[config.mk]
export PLATFORM = sky130hd
export DESIGN_NAME = imem_loader
export DESIGN_NICKNAME = d
export VERILOG_FILES = /design/src/rtl/mips32_pkg.sv /design/src/rtl/imem_store.sv /design/src/rtl/imem_loader.sv
export SDC_FILE = /design/constraint.sdc
export NUM_CORES = 2
export LEC_CHECK = 0
export CAP_MARGIN = 20
export CORE_MARGIN = 4
export CORE_UTILIZATION = 45
export CTS_CLUSTER_SIZE = 25
export DETAILED_ROUTE_END_ITERATION = 10
export GPL_TIMING_DRIVEN = 0
export HOLD_SLACK_MARGIN = 0.02
export PLACE_DENSITY_LB_ADDON = 0.12
export SETUP_SLACK_MARGIN = 0.2
export SLEW_MARGIN = 20
export SYNTH_ARGS = -nofsm -noshare
export SYNTH_HDL_FRONTEND = slang
export SYNTH_SLANG_ARGS = --single-unit
[constraint.sdc]
create_clock -name clock -period 4.75 [get_ports clock]
set_input_delay 1.425 -clock clock [delete_from_list [all_inputs] [get_ports clock]]
set_output_delay 1.425 -clock clock [all_outputs]
set_load 0.02 [all_outputs]
[src/rtl/mips32_pkg.sv]
// Shared types and constants for the mips32 core and its memory-side blocks.
package mips32_pkg;

  localparam logic [31:0] NOP_INSTR       = 32'h0000_0000;
  localparam int          IMEM_ADDR_WIDTH = 6;

  typedef enum logic {
    LOAD = 1'b0,
    RUN  = 1'b1
  } load_state_t;

endpackage

[src/rtl/imem_store.sv]
// Word-addressed register array: one synchronous write port, one async read port, no reset.
// Read is 0 cycles; writes are visible from the cycle after the write edge.
module imem_store #(
  parameter int ADDR_WIDTH = 6,
  parameter int DATA_WIDTH = 32
) (
  input  logic                  clock_i,
  input  logic                  we_i,
  input  logic [ADDR_WIDTH-1:0] waddr_i,
  input  logic [DATA_WIDTH-1:0] wdata_i,
  input  logic [ADDR_WIDTH-1:0] raddr_i,
  output logic [DATA_WIDTH-1:0] rdata_o
);

  localparam int DEPTH = 2 ** ADDR_WIDTH;

  logic [DATA_WIDTH-1:0] mem_q [DEPTH];

  always_ff @(posedge clock_i) begin
    if (we_i) begin
      mem_q[waddr_i] <= wdata_i;
    end
  end

  assign rdata_o = mem_q[raddr_i];

endmodule

[src/rtl/imem_loader.sv]
// Instruction store filled over a valid/ready stream, then served to the core with run=1.
// Fetch is combinational; ld_ready drops in RUN and during reload, leaving beats pending.
module imem_loader
  import mips32_pkg::*;
#(
  parameter int ADDR_WIDTH = IMEM_ADDR_WIDTH,
  parameter int DATA_WIDTH = 32
) (
  input  logic                  clock,
  input  logic                  reset_n,
  input  logic                  reload,
  input  logic                  ld_valid,
  output logic                  ld_ready,
  input  logic [DATA_WIDTH-1:0] ld_data,
  input  logic                  ld_last,
  input  logic [31:0]           raddr,
  output logic [DATA_WIDTH-1:0] instr,
  output logic                  run,
  output logic [ADDR_WIDTH:0]   word_count,
  output logic                  overflow
);

  load_state_t           state_q, state_d;
  logic [ADDR_WIDTH-1:0] wptr_q, wptr_d;
  logic [ADDR_WIDTH:0]   count_q, count_d;
  logic                  ovf_q, ovf_d;
  logic                  accept;
  logic                  fetch_ok;
  logic [DATA_WIDTH-1:0] rd_data;

  assign ld_ready = reset_n & (state_q == LOAD) & ~reload;
  assign accept   = ld_valid & ld_ready;

  always_comb begin
    state_d = state_q;
    wptr_d  = wptr_q;
    count_d = count_q;
    ovf_d   = ovf_q;
    if (reload) begin
      state_d = LOAD;
      wptr_d  = '0;
      count_d = '0;
      ovf_d   = 1'b0;
    end else if (accept) begin
      wptr_d  = wptr_q + 1'b1;
      count_d = count_q + 1'b1;
      if (ld_last) begin
        state_d = RUN;
      end else if (&wptr_q) begin
        // Store is full and the program is not finished: truncate and run anyway.
        state_d = RUN;
        ovf_d   = 1'b1;
      end
    end
  end

  always_ff @(posedge clock) begin
    if (!reset_n) begin
      state_q <= LOAD;
      wptr_q  <= '0;
      count_q <= '0;
      ovf_q   <= 1'b0;
    end else begin
      state_q <= state_d;
      wptr_q  <= wptr_d;
      count_q <= count_d;
      ovf_q   <= ovf_d;
    end
  end

  imem_store #(
    .ADDR_WIDTH(ADDR_WIDTH),
    .DATA_WIDTH(DATA_WIDTH)
  ) u_store (
    .clock_i (clock),
    .we_i    (accept),
    .waddr_i (wptr_q),
    .wdata_i (ld_data),
    .raddr_i (raddr[ADDR_WIDTH-1:0]),
    .rdata_o (rd_data)
  );

  // Anything outside the loaded program reads as a nop so stale store contents never leak.
  assign fetch_ok = reset_n & (state_q == RUN) & (raddr[31:ADDR_WIDTH] == '0)
                  & ({1'b0, raddr[ADDR_WIDTH-1:0]} < count_q);

  assign instr      = fetch_ok ? rd_data : DATA_WIDTH'(NOP_INSTR);
  assign run        = reset_n & (state_q == RUN);
  assign word_count = count_q;
  assign overflow   = ovf_q;

endmodule

==> flow_metrics.tcl <==
set metrics [dict create \
    status "finished, violations left" \
    failed_checks "setup timing" \
    multi_input_area_um2 18980 \
    worst_pin_slew_ps 1173 \
    clock_sinks 2063 \
    synthTopCellsByArea "edfxtp_1, mux4_2, mux2i_1" \
    rr_worst_depth 7 \
    syn_inst 3632 \
    synth_most_common_cell "edfxtp_1" \
    p_sw_frac 0.2279 \
    maxCapViolations 0 \
    syn_area_per_cell_um2 21.96 \
    max_clock_freq_ghz 0.1933 \
    tritoncts "built" \
    hp-class "reg2reg" \
    crit_type "in2out" \
    setup_slack_ps -423.6 \
    num_rows 154 \
    vias_per_cell 6.733 \
    yosysWarningCount 0 \
    wirelength_um 315700 \
    design_area_um2 101900 \
    placed_area_um2 88690 \
    final_nets 4470 \
    met1_length_um 114300 \
    place_hpwl_um 209700 \
    ctsRootBufferMaster "clkbuf_16" \
    worstPathArrival_ps 3750 \
    die_area_um2 184000 \
    ys_seq_area_frac 0.7749 \
    synth_ff_type "edfxtp_1" \
    finalWeightedCongestion 0.8609 \
    holdPathEnd "overflow" \
    numCtsBuffers 209 \
    synth_common_cells "edfxtp_1, mux4_2, mux2i_1" \
    async_flop_share 0 \
    io_buffers 109 \
    pwr-share-comb 0.076 \
    worst_clock_skew_ps 24.87 \
    die_w_um 429.0 \
    required_ps 3320 \
    dr_wl_met3_um 41180 \
    drive_above_1_share 0.3936 \
    end_kind "output port" \
    grt_pass1_vias 43515 \
    area_growth_pct 27.79 \
    p_clk_frac 0.408 \
    synth_top_area_frac 0.7711 \
    holdCritStartpoint "overflow" \
    p_total_uw 38750 \
    insertion_delay_ps 860 \
    path_clk_slew_ps 60 \
    holdWs_ps 488.3 \
    netlist_area_um2 79750 \
    synth.largest_area_cell "edfxtp_1" \
    cts_buffer_depth 3 \
    ys_seq_elements 2063 \
    r2r_slack_ps 900 \
    grt_max_degree 65 \
    rr_startpoint "state_q" \
    final_util 0.5787 \
    hold_depth 2 \
    die_h_um 429.0 \
    p_int_uw 29920 \
    r2r-end "u_store.mem_q[26][5]" \
    synth-edff-count 2048 \
    grt_pass1_wl_um 410100 \
    netlist-cell-type-count 70 \
    peakVddDrop_mv 0.3899 \
    start_kind "input pin" \
    route.detailed.drc 0 \
    initial_utilization 0.4529 \
    ff_latch_area_um2 61800 \
    leakage_uw 0.03298 \
    power.density_nw_per_um2 380.2 \
    p_seq_frac 0.517 \
    grt_overflow_total 0 \
    dr.pass1.iters 7 \
    drtIter0Drc 8404 \
    hold_violations 0 \
    core_um2 176100 \
    dp_slack_ps -3171 \
    crit_fanout 8 \
    synth_nets 3708 \
    wl_per_cell_um 45.70 \
    postCtsHoldBufs 0 \
    antenna_found_initial 7 \
    track_usage 0.3379 \
    final_max_slew_viol_count 0 \
    switching_power_uw 8830 \
    maxSlewHeadroom 0.2183 \
    h-tree-depth 4 \
    top_layer_used "met5" \
    min_period_over_period 1.089 \
    ios 111 \
    rsz0062_at_grt "yes" \
    fin_crit_ps 5174 \
    num-fill-cells 12814 \
    route.met2.wl_um 140400 \
    setup_viol 32 \
    antenna_left 0 \
    routed-via-count 46511 \
]
[critical path: stages]
cell,delay [ps]
buf_16,120
buf_12,160
buf_16,170
buf_12,120
buf_12,90
buf_16,180
buf_6,120
mux4_2,510
mux2i_4,300
a221oi_4,140
o211a_4,220
buf_6,140
[cell type report]
cell class / instances / share of cell area
Tap cell: 2340 / 0.02873
Clock inverter: 110 / 0.007906
Buffer: 199 / 0.03552
Antenna cell: 3 / 0.00007366
Clock buffer: 272 / 0.05488
Sequential cell: 2063 / 0.6064
Timing Repair Buffer: 551 / 0.07966
Multi-Input combinational cell: 1358 / 0.1862
Inverter: 12 / 0.0006875
[worst max-delay path by stage]
stage / startpoint / endpoint / slack, ps / cells past startpoint
finish: raddr[0] / instr[0] / -420 / 12
global route: raddr[4] / instr[7] / -440 / 11
CTS: raddr[2] / instr[7] / -350 / 12
detailed placement: raddr[2] / instr[17] / -3170 / 11
global placement: raddr[1] / instr[28] / -5260 / 11
floorplan: raddr[5] / instr[16] / 140 / 6
[cells by family after synthesis]
kind of cell / count (synthesis) / synth area share
flip-flops: 2063 / 0.7749
adder cells (fa/ha/maj): 7 / 0.001098
XOR/XNOR: 10 / 0.001098
AO/OA/AOI/OAI: 311 / 0.02778
multiplexers: 645 / 0.1561
buffers and inverters: 211 / 0.01766
AND/OR/NAND/NOR: 385 / 0.02135
[through the flow]
stage	TNS, ps	cells
floorplan	0	3632
global placement	-7488530	6081
detailed placement	-576690	6273
CTS	-9265	6826
global route	-11270	6905
finish	-11080	6908
[power groups by stage]
stage / clock (uW) / sequential (uW) / combinational, uW
floorplan: 0 / 20400 / 972
CTS: 15900 / 20000 / 2760
global placement: 0 / 20500 / 2110
detailed placement: 0 / 20400 / 2210
global route: 16700 / 20000 / 2970
finish: 15800 / 20000 / 2940
[timing repair]
action                                   CTS  global route
buffers inserted                         162            77
cloned                                     9             2
gates resized for setup                 1034           138
hold endpoints to repair                   0             0
endpoints found under the setup margin   204           176
pin swaps                                105            67
[layout by cell type, fill, tap and decap left out, drive strengths merged, types with 5 or more instances in the layout]
cell type	netlist	final
inv	12	17
mux2	7	7
bufinv	0	9
buf	134	644
o22ai	10	10
clkinv	0	93
nor2b	11	11
and3	12	12
a221o	7	7
clkdlybuf4s50	0	14
dfxtp	15	15
a211oi	5	5
edfxtp	2048	2048
o21ai	37	37
nor4	10	10
clkdlybuf4s15	0	6
nor3	17	17
nor2	133	133
mux2i	161	161
a21oi	70	70
nand3	29	29
ha	7	7
a22o	5	5
a22oi	58	58
o31ai	5	5
nand2	136	136
mux4	477	477
a31oi	22	22
o211ai	11	11
clkbuf	65	350
nand2b	8	8
and2	11	11
o2111ai	6	6
xnor2	6	6
a221oi	39	39
a2111oi	10	10
[metal layers]
metal | vias up | global-route usage
li1 | 16967 | -
met1 | 25046 | 0.4582
met2 | 3730 | 0.4990
met3 | 766 | 0.09951
met4 | 2 | 0.1757
met5 | - | 0
[sequential cells by signal, summed over array words and instances (netlist names)]
register	cells
wptr_q	6
overflow	1
word_count	7
u_store.mem_q	2048
state_q	1
Note: power is estimated with default switching activity, not from simulation.
